## config.mk

```make
export PLATFORM = sky130hd
export DESIGN_NAME = control_unit
export DESIGN_NICKNAME = d
export VERILOG_FILES = /design/src/rtl/processor_pkg.sv /design/src/rtl/pc_counter.sv /design/src/rtl/control_unit.sv
export SDC_FILE = /design/constraint.sdc
export NUM_CORES = 1
export LEC_CHECK = 0
export CAP_MARGIN = 20
export CORE_AREA = 5 5 65 67
export CTS_CLUSTER_SIZE = 24
export DETAILED_ROUTE_END_ITERATION = 6
export DIE_AREA = 0 0 70 72
export GPL_TIMING_DRIVEN = 0
export PLACE_DENSITY = 0.82
export SLEW_MARGIN = 20
export SYNTH_ARGS = -nofsm -noshare
export SYNTH_HDL_FRONTEND = slang
export SYNTH_SLANG_ARGS = --single-unit
```

## constraint.sdc

```tcl
create_clock -name Clk -period 4.25 [get_ports Clk]
set_input_delay 0.85 -clock Clk [delete_from_list [all_inputs] [get_ports Clk]]
set_output_delay 0.85 -clock Clk [all_outputs]
set_load 0.02 [all_outputs]
```

## src/rtl/processor_pkg.sv

```systemverilog
`default_nettype none
// ============================================================================
// Module   : processor_pkg
// Purpose  : Shared opcode, FSM state and ALU-select definitions for the
//            control unit and its sub-modules.
// Revision : 1.0 - initial release
// ============================================================================
package processor_pkg;

  // Instruction opcodes, carried in IR[15:12]
  typedef enum logic [3:0] {
    OP_NOOP  = 4'h0,
    OP_STORE = 4'h1,
    OP_LOAD  = 4'h2,
    OP_ADD   = 4'h3,
    OP_SUB   = 4'h4,
    OP_HALT  = 4'h5
  } opcode_e;

  // FSM states; the encoding is what State_out exposes for debug
  typedef enum logic [3:0] {
    S_INIT   = 4'd0,
    S_FETCH  = 4'd1,
    S_DECODE = 4'd2,
    S_LOAD_A = 4'd3,
    S_LOAD_B = 4'd4,
    S_STORE  = 4'd5,
    S_ADD    = 4'd6,
    S_SUB    = 4'd7,
    S_HALT   = 4'd8
  } state_e;

  // ALU operation selects
  localparam logic [2:0] ALU_NONE = 3'b000;
  localparam logic [2:0] ALU_ADD  = 3'b001;
  localparam logic [2:0] ALU_SUB  = 3'b010;

endpackage
`default_nettype wire

```

## src/rtl/pc_counter.sv

```systemverilog
`default_nettype none
// ============================================================================
// Module   : pc_counter
// Purpose  : Program counter with synchronous reset and increment enable.
//            Wraps naturally from 2^PC_W-1 back to 0.
// Revision : 1.0 - initial release
// ============================================================================
module pc_counter #(
  parameter int PC_W = 7
) (
  input  logic            clk_i,
  input  logic            rst_i,
  input  logic            inc_i,
  output logic [PC_W-1:0] pc_o
);

  logic [PC_W-1:0] pc_q;
  logic [PC_W-1:0] pc_d;

  // Next PC: advance by one when enabled; overflow wraps to zero
  always_comb begin
    pc_d = pc_q;
    if (inc_i) pc_d = pc_q + PC_W'(1);
  end

  // PC register with synchronous reset to address 0
  always_ff @(posedge clk_i) begin
    if (rst_i) pc_q <= '0;
    else       pc_q <= pc_d;
  end

  assign pc_o = pc_q;

endmodule
`default_nettype wire

```

## src/rtl/control_unit.sv

```systemverilog
`default_nettype none
// ============================================================================
// Module   : control_unit
// Purpose  : Multi-cycle control FSM for a small load/store processor.
//            Fetches from a synchronous ROM, decodes IR[15:12] and drives
//            datapath controls from the current state and IR only.
// Revision : 1.0 - initial release
// ============================================================================
module control_unit
  import processor_pkg::*;
#(
  parameter int PC_W = 7
) (
  input  logic            Clk,
  input  logic            Rst,
  output logic [PC_W-1:0] IM_addr,
  input  logic [15:0]     IM_data,
  output logic [7:0]      D_addr,
  output logic            D_wr,
  output logic            MuxSel,
  output logic [2:0]      ALU_s,
  output logic [3:0]      RF_A_Addr,
  output logic [3:0]      RF_B_Addr,
  output logic            RFWen,
  output logic [3:0]      RFWAddr,
  output logic [PC_W-1:0] PC_out,
  output logic [15:0]     IR_out,
  output logic [3:0]      State_out
);

  state_e          state_q, state_d;
  logic [15:0]     ir_q, ir_d;
  logic            pc_inc;
  logic [PC_W-1:0] pc;
  logic            d_wr_raw;
  logic            rf_wen_raw;

  pc_counter #(.PC_W(PC_W)) u_pc (
    .clk_i (Clk),
    .rst_i (Rst),
    .inc_i (pc_inc),
    .pc_o  (pc)
  );

  // State and instruction register update
  always_ff @(posedge Clk) begin
    if (Rst) begin
      state_q <= S_INIT;
      ir_q    <= '0;
    end else begin
      state_q <= state_d;
      ir_q    <= ir_d;
    end
  end

  // Next-state logic; DECODE branches on the fresh ROM word, not the old IR
  always_comb begin
    state_d = state_q;
    ir_d    = ir_q;
    pc_inc  = 1'b0;
    case (state_q)
      S_INIT:   state_d = S_FETCH;
      S_FETCH: begin
        pc_inc  = 1'b1;
        state_d = S_DECODE;
      end
      S_DECODE: begin
        ir_d = IM_data;
        case (IM_data[15:12])
          OP_STORE: state_d = S_STORE;
          OP_LOAD:  state_d = S_LOAD_A;
          OP_ADD:   state_d = S_ADD;
          OP_SUB:   state_d = S_SUB;
          OP_HALT:  state_d = S_HALT;
          default:  state_d = S_FETCH;
        endcase
      end
      S_LOAD_A: state_d = S_LOAD_B;
      S_LOAD_B: state_d = S_FETCH;
      S_STORE:  state_d = S_FETCH;
      S_ADD:    state_d = S_FETCH;
      S_SUB:    state_d = S_FETCH;
      S_HALT:   state_d = S_HALT;
      default:  state_d = S_INIT;
    endcase
  end

  // Datapath controls decoded from state and IR only
  always_comb begin
    D_addr     = 8'h00;
    d_wr_raw   = 1'b0;
    MuxSel     = 1'b0;
    ALU_s      = ALU_NONE;
    RF_A_Addr  = 4'h0;
    RF_B_Addr  = 4'h0;
    rf_wen_raw = 1'b0;
    RFWAddr    = 4'h0;
    case (state_q)
      S_STORE: begin
        D_addr    = ir_q[11:4];
        RF_A_Addr = ir_q[3:0];
        d_wr_raw  = 1'b1;
      end
      S_LOAD_A: begin
        D_addr = ir_q[11:4];
      end
      S_LOAD_B: begin
        D_addr     = ir_q[11:4];
        MuxSel     = 1'b0;
        RFWAddr    = ir_q[3:0];
        rf_wen_raw = 1'b1;
      end
      S_ADD, S_SUB: begin
        RF_A_Addr  = ir_q[11:8];
        RF_B_Addr  = ir_q[7:4];
        ALU_s      = (state_q == S_ADD) ? ALU_ADD : ALU_SUB;
        MuxSel     = 1'b1;
        RFWAddr    = ir_q[3:0];
        rf_wen_raw = 1'b1;
      end
      default: ;
    endcase
  end

  // Reset gates the write strobes immediately so an interrupted
  // instruction never commits a write
  assign D_wr  = d_wr_raw & ~Rst;
  assign RFWen = rf_wen_raw & ~Rst;

  assign IM_addr   = pc;
  assign PC_out    = pc;
  assign IR_out    = ir_q;
  assign State_out = state_q;

endmodule
`default_nettype wire
```

Word level (Yosys, flattened, before mapping)
Cells that the tools add are included.
{"block": "word_totals", "ff_bits": 27, "latch_bits": 0, "ram_bits": 0, "romBits": 0, "inputBits": 18, "out_inout_bits": 60, "elab_cells": 37, "n_memories": 0}
{"block": "op_classes", "add_sub_neg": 1, "mul": 0, "n_div": 0, "magnitude_cmp": 0, "n_eq_ne": 13, "shift": 0, "n_mux": 12, "bitwise": 3, "reduce_logical": 5}
{"operator": "case mux 4 bit (5 select lines)", "n": 2}
{"operator": "equality test 4 x 3 -> 1 bit, second input constant", "n": 6}
{"operator": "equality test 4 x 2 -> 1 bit, second input constant", "n": 4}
{"operator": "equality test 4 x 1 -> 1 bit, second input constant", "n": 2}
{"operator": "two-way mux 4 bit", "n": 2}
{"operator": "two-way mux 8 bit", "n": 1}
{"operator": "case mux 4 bit (2 select lines)", "n": 1}
{"operator": "adder 7 x 1 -> 7 bit, second input constant", "n": 1}
{"operator": "OR reduction 3 bit", "n": 2}
{"operator": "OR reduction 5 bit", "n": 1}
{"operator": "equality test 4 bit, second input constant", "n": 1}
{"operator": "logical NOT 4 bit", "n": 1}
{"operator": "two-way mux 1 bit", "n": 4}
{"operator": "two-way mux 2 bit", "n": 2}
{"operator": "AND 1 bit", "n": 2}
{"operator": "OR reduction 2 bit", "n": 1}
{"operator": "NOT 1 bit", "n": 1}

Depth between registers and ports, before layout
Gate-level depths: netlist (run 1).
{"block": "depth", "word_depth": 4, "mapped_depth": 6, "mapped_depth_nobuf": 4}

Hierarchy
From an unflattened synthesis (run 1), not the netlist that was laid out.
{"block": "hier_totals", "hier_cells": 176, "area_unflattened_um2": 1406.3}
{"module": "control_unit", "instances": 1, "cells_each": 147, "area_each_um2": 1133.6, "seq_area_each_um2": 400.4}
{"module": "pc_counter", "instances": 1, "cells_each": 29, "area_each_um2": 272.8, "seq_area_each_um2": 140.1}

Worst setup path after synthesis (run 1)
Ideal clock, no wire load.
{"block": "synth_timing", "kind": "reg2out", "start": "reg state_q[1] (netlist: State_out[1])", "end": "out ALU_s[0]", "arrival_time_ns": 1.970, "required_ns": 3.400, "slack_ns": 1.430, "path_stages_with_launch": 5, "n_path_buf": 1, "cell_sequence": "dfxtp_1 > buf_2 > inv_1 > nor3b_1 > nor2b_1"}
{"block": "synth_via", "elab_chain_cells": 3, "elab_cells_between_ends": 5, "cone_classes": "2 x eq/ne; 2 x mux; 1 x reduce/logical"}
{"item": "start, declared", "line": "control_unit.sv:31", "rtl": "state_e state_q, state_d;"}
{"item": "start signal, assigned", "line": "control_unit.sv:51", "rtl": "state_q <= state_d;"}
{"item": "equality test 4 x 3 -> 1 bit (on tied branches)", "line": "control_unit.sv:98, control_unit.sv:116"}
{"item": "two-way mux 2 bit or OR reduction 2 bit (tied branches)", "line": "control_unit.sv:116, control_unit.sv:98"}
{"item": "two-way mux 2 bit *", "line": "control_unit.sv:98", "rtl": "case (state_q)"}
{"item": "end, declared", "line": "control_unit.sv:21", "rtl": "output logic [2:0] ALU_s,"}
Mark *: on every way between the ends. The rest lies on a longest branch, timed or not.

Worst setup path in the final report (run 1)
{"block": "layout_timing", "start": "reg state_q[1] (netlist: State_out[1])", "end": "out ALU_s[1]"}
Same word-level chain as after synthesis.

==> flow_summary.json, run 1 <==
{
  "synthAdderAreaFrac_pct": 0.9009,
  "syn-num-nets": 198,
  "max_freq_ghz": 0.2996,
  "worst-path-max-fanout": 10,
  "gp_congestion": 0.7785,
  "hold_buffers": 0,
  "cts_root_buf": "clkbuf_4",
  "synth_top_family_by_area": "simple AND/OR/NAND/NOR gates",
  "synth_xor_xnor_area_share_pct": 1.261,
  "fp-row-count": 22,
  "finalHoldViolCount": 0,
  "r2r_slack_ps": 2300,
  "power.leakage_nw": 0.7719,
  "topRoutingLayerUsed": "met4",
  "r2r-end": "IR_out[2]",
  "syn_area_per_cell_sq_um": 7.759,
  "via_per_inst": 4.765,
  "maxCapViolations": 0,
  "wl_per_cell_microns": 13.29,
  "finalClockSkew_ps": 11.41,
  "clk_pin_slew_ps": 130,
  "p_int_mw": 0.3545,
  "clkPwrFrac_pct": 22.0,
  "final-seq-area_sq_um": 540.5,
  "synth_simple_gate_area_share_pct": 32.52,
  "grt_pass1_vias": 1365,
  "diodes": 0,
  "status": "completed",
  "seq_area_frac_synth_pct": 38.92,
  "worstSkewPairLatency_ps": 320,
  "finalPower_mw": 0.4976,
  "finalSetupTns_ps": 0,
  "synthTopCellsByArea": "dfxtp_1, nand2_1, a21oi_1",
  "swShare_pct": 28.76,
  "rsz0062_at_grt": "false",
  "clockBufferDepth": 2,
  "required_ps": 3400,
  "worstSetupPathType": "reg -> out",
  "comb_power_share_pct": 22.9,
  "die_x_microns": 70,
  "rr_startpoint": "State_out[3]",
  "yosysTopAreaCell": "dfxtp_1",
  "io_pins": 78,
  "io_buffers": 75,
  "min_period_ps": 3338,
  "dr.pass1.iters": 4,
  "drv_slew": 0,
  "routed-wl-met2_mm": 1.953,
  "syn2layout_area_growth_pct": 60.36,
  "die_y_microns": 72,
  "routed_wl_mm": 4.068,
  "cts_sinks": 27,
  "synth_edf_count": 0,
  "ir_drop_mv": 0.2027,
  "relSlewSlack_pct": 45.38,
  "hold_depth": 2,
  "drtIter0Drc": 46,
  "seqPwrFrac_pct": 55.2,
  "min-delay-start": "IR_out[15]",
  "end_kind": "output pin",
  "cts_setup_buffers": 0,
  "cp.arrival_ps": 2490,
  "fill_cells": 322,
  "netlist_top_cells_count": "nand2_1, a21oi_1, dfxtp_1",
  "min_to": "IR_out[15]",
  "drc_errors": 0,
  "core_area_sq_um": 3578,
  "initial_core_util_pct": 38.81,
  "p_switching_mw": 0.1431,
  "synth.mux.area_fraction_pct": 0.7207,
  "drive_above_1_share_pct": 7.752,
  "wl_met3_microns": 255,
  "grt_antenna_before_repair": 0,
  "synth_compound_area_share_pct": 16.22,
  "crit_path_start_kind": "flip-flop",
  "met1_length_mm": 1.825,
  "worstMarginPinSlew_ps": 817.1,
  "overflow": 0,
  "tritoncts": "yes",
  "synthFlopType": "dfxtp_1",
  "synthesis.area_sq_um": 1389,
  "dp_hpwl_mm": 3.234,
  "fp.dieArea_sq_um": 5040,
  "fin_crit_sh_pct": 78.55,
  "hp-class": "reg -> reg",
  "ctsHtreeMaxLevel": 1,
  "track_usage_pct": 15.67,
  "yosysWarnings": 0,
  "synthDistinctLibCells": 35,
  "ant_nets": 0,
  "worstRegToRegCells": 5,
  "syn_inst": 179,
  "synth.most_common_cell": "nand2_1",
  "grt_max_degree": 16,
  "vias": 1458,
  "yosysTopAreaCellShare_pct": 38.92,
  "cts_resized": 0,
  "async_flop_share_pct": 0,
  "setup_viol": 0,
  "synth_seq_cells": 27,
  "cts_buffers": 3,
  "multiInputGateArea_sq_um": 720.7,
  "grt_pass1_wl_mm": 6.527,
  "powerDensity_nw_per_um2": 223.4,
  "final_nets": 278
}
==> metrics by stage <==
step | setup slack, ps | hold WS [ps] | util (%) | instance area, sq um | instances
after floorplan | 1430 | 532.8 | - | 1389 | 179
after global placement | 1288 | 443.5 | 61.47 | 2200 | 302
after detailed placement | 1266 | 450.3 | 61.47 | 2200 | 302
after CTS | 918.6 | 465.8 | 62.24 | 2227 | 306
after global routing | 699.5 | 487.5 | 62.24 | 2227 | 306
final | 911.7 | 461.5 | 62.24 | 2227 | 306
==> power by group through the flow <==
stage	sequential (mW)	clock, mW	combinational [mW]
2_1_floorplan	0.290	0	0.0487
3_3_place_gp	0.280	0	0.113
3_5_place_dp	0.280	0	0.114
4_1_cts	0.275	0.111	0.114
5_1_grt	0.277	0.124	0.123
6_report	0.275	0.109	0.114
==> cells by family (layout without fill, tap and decap cells) <==
family / Yosys count / count (layout)
muxes: 1 / 1
buffers and inverters: 22 / 101
other: 1 / 1
xor gates and xnor gates: 2 / 2
and+or+nand+nor: 85 / 85
AOI/OAI and AO/OA: 40 / 40
adders and majority gates: 1 / 1
DFF: 27 / 27
==> cell usage in the layout, fill, tap and decap left out, drive strengths merged, types with 3 or more instances in the layout <==
cell type / instances
nor2b: 3
nand3: 6
o21ai: 3
and2: 17
buf: 13
dfxtp: 27
a21oi: 28
inv: 3
or3: 4
nor2: 3
nand2b: 4
nand2: 38
clkdlybuf4s50: 75
clkbuf: 9
==> cell type report <==
| cell class | count | area share (%) |
|---|---|---|
| timing repair buffer | 75 | 33.71 |
| multi-input combinational | 130 | 32.36 |
| sequential | 27 | 24.27 |
| buffer | 19 | 5.225 |
| tap | 48 | 2.697 |
| clock buffer | 3 | 1.011 |
| inverter | 3 | 0.5056 |
| clock inverter | 1 | 0.2247 |
==> routing by layer <==
metal	global-route usage, %	up-vias
li1	-	759
met1	20.56	649
met2	26.55	48
met3	2.770	2
met4	4.468	0
met5	0	-
==> worst max path at each step <==
| stage | start | to | slack (ps) | depth (start not counted) |
|---|---|---|---|---|
| after global placement | State_out[1] | ALU_s[0] | 1290 | 5 |
| after global routing | State_out[1] | RF_B_Addr[3] | 700 | 5 |
| after CTS | State_out[1] | ALU_s[0] | 920 | 5 |
| final | State_out[1] | ALU_s[1] | 910 | 5 |
| after detailed placement | State_out[1] | ALU_s[0] | 1270 | 5 |
| after floorplan | State_out[1] | ALU_s[0] | 1430 | 4 |
==> worst max-delay path, stage by stage (launching register included) <==
cell and delay (ps):
dfxtp_1 410, buf_2 220, inv_1 140, nor3b_1 580, and2_1 210, clkdlybuf4s50_1 610
==> sequential cells by signal, indices dropped and copies added, names as in the netlist <==
signal     count
IR_out        16
State_out      4
u_pc.pc_o      7
Power figures use the tool's default switching activity.
==> run 2, diff against run 1 <==
--- a/config.mk
+++ b/config.mk
@@ -6,12 +6,12 @@
 export NUM_CORES = 1
 export LEC_CHECK = 0
 export CAP_MARGIN = 20
-export CORE_AREA = 5 5 65 67
+export CORE_AREA = 5 5 67 69
 export CTS_CLUSTER_SIZE = 24
 export DETAILED_ROUTE_END_ITERATION = 6
-export DIE_AREA = 0 0 70 72
+export DIE_AREA = 0 0 72 74
 export GPL_TIMING_DRIVEN = 0
-export PLACE_DENSITY = 0.82
+export PLACE_DENSITY = 0.77
 export SLEW_MARGIN = 20
 export SYNTH_ARGS = -nofsm -noshare
 export SYNTH_HDL_FRONTEND = slang
==> constraint.sdc (replaced) <==
create_clock -name Clk -period 3.2 [get_ports Clk]
set_input_delay 0.64 -clock Clk [delete_from_list [all_inputs] [get_ports Clk]]
set_output_delay 0.64 -clock Clk [all_outputs]
set_load 0.02 [all_outputs]
==> run 2 against run 1 <==
Utilization is 3.8 points lower. Die area up 5.7%. Clock skew decreased by 1.8 ps. Routed wire length increased by 3.1%. Power grew 43%. Sequential power is 32% higher. Global-route usage is essentially flat. Non-clock buffer count did not move. Largest cell class unchanged.
==> flow_summary.json, run 2 (same netlist as run 1, synthesis figures left out) <==
{
  "syn2layout_area_growth_pct": 62.16,
  "power.leakage_nw": 0.7776,
  "die_y_microns": 74,
  "ant_nets": 0,
  "rr_startpoint": "State_out[3]",
  "finalPower_mw": 0.7121,
  "status": "completed",
  "maxCapViolations": 0,
  "cpMaxStageDelayCell": "clkdlybuf4s50_1",
  "crit_chain": "buf_2 > inv_1 > nor3b_2 > nor2b_1 > clkdlybuf4s50_1",
  "stdcell_count": 308,
  "powerDensity_nw_per_um2": 316.2,
  "hp-class": "reg -> reg",
  "final_nets": 278,
  "end_kind": "output pin",
  "die_x_microns": 72,
  "drv_slew": 0,
  "worstRegToRegCells": 5,
  "fp.dieArea_sq_um": 5328,
  "vias": 1493,
  "ctsHtreeMaxLevel": 1,
  "via_per_inst": 4.847,
  "cp.arrival_ps": 2190,
  "wl_per_cell_microns": 13.61,
  "drive_above_1_share_pct": 7.752,
  "hold_depth": 2,
  "worstMarginPinSlew_ps": 688.4,
  "finalSetupTns_ps": 0,
  "clockBufferDepth": 2,
  "final_common_cell": "clkdlybuf4s50_1",
  "tritoncts": "yes",
  "initial_core_util_pct": 36.02,
  "gp_congestion": 0.8321,
  "cts_buffers": 3,
  "grt_antenna_before_repair": 0,
  "fp-row-count": 23,
  "io_pins": 78,
  "cts_root_buf": "clkbuf_8",
  "finalClockSkew_ps": 9.598,
  "track_usage_pct": 15.69,
  "setup_viol": 0,
  "relSlewSlack_pct": 53.99,
  "placed_cells": 304,
  "cts_setup_buffers": 0,
  "worstSetupPathType": "reg -> out",
  "r2r_slack_ps": 1400,
  "dr.pass1.iters": 4,
  "clk_pin_slew_ps": 90,
  "diodes": 0,
  "dp_hpwl_mm": 3.291,
  "design_area_sq_um": 2252,
  "required_ps": 2560,
  "grt_max_degree": 15,
  "grt_pass1_wl_mm": 6.548,
  "core_area_sq_um": 3856,
  "placed_area_sq_um": 2202,
  "cts_sinks": 27,
  "fin_ws_ps": 369.6,
  "grt_pass1_vias": 1311,
  "final_cell_mix": "clkdlybuf4s50_1, nand2_1, a21oi_1, dfxtp_1, and2_1",
  "worstSkewPairLatency_ps": 280,
  "crit_path_start_kind": "flip-flop",
  "min_period_ps": 2830,
  "rsz0062_at_grt": "false",
  "worst-path-max-fanout": 10,
  "ir_drop_mv": 0.2636,
  "overflow": 0,
  "startpoint": "State_out[1]",
  "r2r-end": "IR_out[1]",
  "min_to": "IR_out[14]",
  "routed_wl_mm": 4.193,
  "drc_errors": 0,
  "dp_slack_ps": 425.0,
  "largest_reg_flops": 16,
  "max_freq_ghz": 0.3533,
  "io_buffers": 75,
  "fin_crit_sh_pct": 88.45,
  "drtIter0Drc": 95,
  "min-delay-start": "IR_out[14]",
  "cp_slowest_stage_delay_ps": 610,
  "finalHoldViolCount": 0
}
-- run 2: cell count changes in the layout (fill, tap and decap cells not counted) --
cell / previous run / this run
clkbuf_1: 6 / 7
clkinv_2: 1 / 0
nor3b_1: 1 / 0
clkbuf_4: 3 / 0
clkbuf_8: 0 / 3
nor3b_2: 0 / 1
-- run 2: per-stage QoR --
stage | util [%] | hold WS [ps]
6_report | 58.40 | 469.5
5_1_grt | 58.40 | 499.3
4_1_cts | 58.27 | 470.4
3_5_place_dp | 57.11 | 449.7
3_3_place_gp | 57.11 | 444.0
2_1_floorplan | - | 532.8
-- run 2: power by group --
group / switching (mW) / internal, mW
clock: 0.107 / 0.0894
combinational: 0.0775 / 0.0742
sequential: 0.0149 / 0.350
-- run 2: how the worst max path moves through the flow --
stage               cells past startpoint  endpoint
finish                                  5  ALU_s[0]
global route                            5     RFWen
CTS                                     5  ALU_s[1]
detailed placement                      5  ALU_s[1]
global placement                        5  ALU_s[1]
floorplan                               4  ALU_s[0]
-- run 2: cell type report --
type	count	area, sq um
Fill cell	368	1604
Timing Repair Buffer	75	750.7
Multi-Input combinational cell	130	725.7
Sequential cell	27	540.5
Buffer	19	116.4
Tap cell	50	62.56
Clock buffer	4	45.04
Inverter	3	11.26
-- run 2: worst max-delay path: cells and delay by family, from the launching register on --
kind          cells  cell delay [ps]
buf+inv           3              990
simple gates      2              550
flops             1              380
-- run 2: metal layers --
| layer | vias up | wire [microns] | GRT usage, % |
|---|---|---|---|
| met1 | 692 | 1897 | 20.71 |
| met2 | 35 | 2043 | 25.41 |
| met5 | - | 0 | 0 |
| li1 | 758 | - | - |
| met4 | 0 | 90 | 7.098 |
| met3 | 8 | 162 | 2.432 |
-- run 2: timing repair --
action | in CTS | in global routing
setup endpoints to repair | 0 | 2
endpoints found under the hold margin | 0 | 0
gates resized for setup | 0 | 1
hold buffers | 0 | 0
==> run 3, diff against run 2 <==
--- a/config.mk
+++ b/config.mk
@@ -6,13 +6,13 @@
 export NUM_CORES = 1
 export LEC_CHECK = 0
 export CAP_MARGIN = 20
-export CORE_AREA = 5 5 67 69
+export CORE_AREA = 10 10 72 74
 export CTS_CLUSTER_SIZE = 24
 export DETAILED_ROUTE_END_ITERATION = 6
-export DIE_AREA = 0 0 72 74
+export DIE_AREA = 0 0 82 84
 export GPL_TIMING_DRIVEN = 0
 export PLACE_DENSITY = 0.77
-export SLEW_MARGIN = 20
+export SLEW_MARGIN = 0
 export SYNTH_ARGS = -nofsm -noshare
 export SYNTH_HDL_FRONTEND = slang
 export SYNTH_SLANG_ARGS = --single-unit
==> run 3 against run 2 <==
Cell count unchanged. Clock skew down 3.5 ps. Fmax up 0.23%. Highest routed layer unchanged.
==> flow_summary.json, run 3 (same netlist as run 1, synthesis figures left out) <==
{
  "p_switching_mw": 0.1991,
  "max_freq_ghz": 0.3541,
  "hold_slack_ps": 467.3,
  "relSlewSlack_pct": 49.91,
  "required_ps": 2560,
  "worstMarginPinSlew_ps": 749.4,
  "p_int_mw": 0.5129,
  "clkPwrFrac_pct": 27.4,
  "overflow": 0,
  "tritoncts": "yes",
  "min-delay-start": "IR_out[12]",
  "finalClockSkew_ps": 6.127,
  "initial_core_util_pct": 36.02,
  "cts_buffers": 3,
  "dr.pass1.iters": 4,
  "final_common_cell": "clkdlybuf4s50_1",
  "io_buffers": 75,
  "swShare_pct": 27.96,
  "grt_pass1_wl_mm": 7.348,
  "dp_hpwl_mm": 3.690,
  "seqPwrFrac_pct": 51.2,
  "drive_above_1_share_pct": 7.752,
  "final_cell_mix": "clkdlybuf4s50_1, nand2_1, a21oi_1, dfxtp_1, and2_1",
  "comb_power_share_pct": 21.4,
  "grt_pass1_vias": 1456,
  "worstRegToRegCells": 5,
  "ant_nets": 0,
  "final_nets": 278,
  "crit_path_start_kind": "flip-flop",
  "final_util_pct": 58.40,
  "rr_startpoint": "State_out[3]",
  "r2r-end": "IR_out[1]",
  "grt_max_degree": 15,
  "fill_cells": 379,
  "worstSetupPathType": "reg -> out",
  "diodes": 0,
  "track_usage_pct": 13.34,
  "hp-class": "reg -> reg",
  "die_y_microns": 84,
  "cts_setup_buffers": 0,
  "power.leakage_nw": 0.7776,
  "core_area_sq_um": 3856,
  "via_per_inst": 4.760,
  "drtIter0Drc": 67,
  "largest_reg_flops": 16,
  "hold_depth": 2,
  "fp-row-count": 23,
  "end_kind": "output pin",
  "status": "completed",
  "powerDensity_nw_per_um2": 316.1,
  "min_period_ps": 2824,
  "r2r_slack_ps": 1310,
  "routed_wl_mm": 4.645,
  "vias": 1466,
  "syn2layout_area_growth_pct": 62.16,
  "min_to": "IR_out[12]",
  "finalHoldViolCount": 0,
  "io_pins": 78,
  "fp.dieArea_sq_um": 6888,
  "cp.arrival_ps": 2180,
  "drv_slew": 0,
  "wl_per_cell_microns": 15.08,
  "fin_crit_sh_pct": 88.25,
  "maxCapViolations": 0,
  "grt_antenna_before_repair": 0,
  "finalPower_mw": 0.7120,
  "finalSetupTns_ps": 0,
  "clk_pin_slew_ps": 90,
  "worstSkewPairLatency_ps": 270,
  "ctsHtreeMaxLevel": 1,
  "gp_congestion": 0.7854,
  "cts_root_buf": "clkbuf_8",
  "clockBufferDepth": 2,
  "rsz0062_at_grt": "false",
  "ir_drop_mv": 0.2007,
  "cts_sinks": 27,
  "worst-path-max-fanout": 10,
  "setup_viol": 0,
  "die_x_microns": 82,
  "drc_errors": 0
}
==> run 3: cell counts in the layout (fill, tap and decap cells not counted) <==
No cell type changed its count.
==> run 3: worst max-delay path by stage <==
| stage | from | cells past startpoint | endpoint | slack [ps] |
|---|---|---|---|---|
| after global placement | State_out[1] | 5 | ALU_s[0] | 460 |
| after floorplan | State_out[1] | 4 | ALU_s[0] | 590 |
| after detailed placement | State_out[1] | 5 | RF_B_Addr[3] | 430 |
| after CTS | State_out[1] | 5 | RF_B_Addr[3] | 130 |
| after global routing | State_out[1] | 5 | D_addr[3] | 150 |
| final | State_out[1] | 5 | D_addr[0] | 380 |
==> run 3: layout make-up <==
cell class | count | area (sq um) | area share, %
sequential | 27 | 540.5 | 24.00
multi-input combinational | 130 | 725.7 | 32.22
inverter | 3 | 11.26 | 0.5000
tap | 50 | 62.56 | 2.778
clock buffer | 4 | 45.04 | 2.000
buffer | 19 | 116.4 | 5.167
timing repair buffer | 75 | 750.7 | 33.33
==> run 3: through the flow <==
stage | setup WS, ps | cell area, sq um | instances
5_1_grt | 147.0 | 2252 | 308
4_1_cts | 127.2 | 2247 | 308
2_1_floorplan | 589.6 | 1389 | 179
3_3_place_gp | 458.5 | 2202 | 304
3_5_place_dp | 433.4 | 2202 | 304
6_report | 376.1 | 2252 | 308
==> run 3: critical path, cell delays in order (launching register included) <==
cell             delay [ps]
dfxtp_1                 390
buf_2                   220
nand3b_1                 90
a21oi_1                 400
and2_1                  200
clkdlybuf4s50_1         610
==> run 3: layer usage <==
| layer | global-route usage, % | routed length, microns | up-vias |
|---|---|---|---|
| met4 | 6.502 | 119 | 0 |
| met5 | 0 | 0 | - |
| met2 | 22.40 | 2349 | 38 |
| met1 | 15.23 | 1902 | 667 |
| met3 | 2.802 | 274 | 8 |
| li1 | - | - | 753 |
==> run 3: timing repair <==
item / CTS / global route
setup endpoints to repair: 0 / 6
hold buffers: 0 / 0
gates resized for setup: 0 / 1
==> run 3: power groups by stage <==
stage / Clock (mW) / Combinational (mW) / Sequential [mW]
final: 0.195 / 0.152 / 0.364
after global routing: 0.207 / 0.165 / 0.367
after CTS: 0.200 / 0.153 / 0.365
after detailed placement: 0 / 0.153 / 0.373
after global placement: 0 / 0.151 / 0.372
after floorplan: 0 / 0.0647 / 0.385
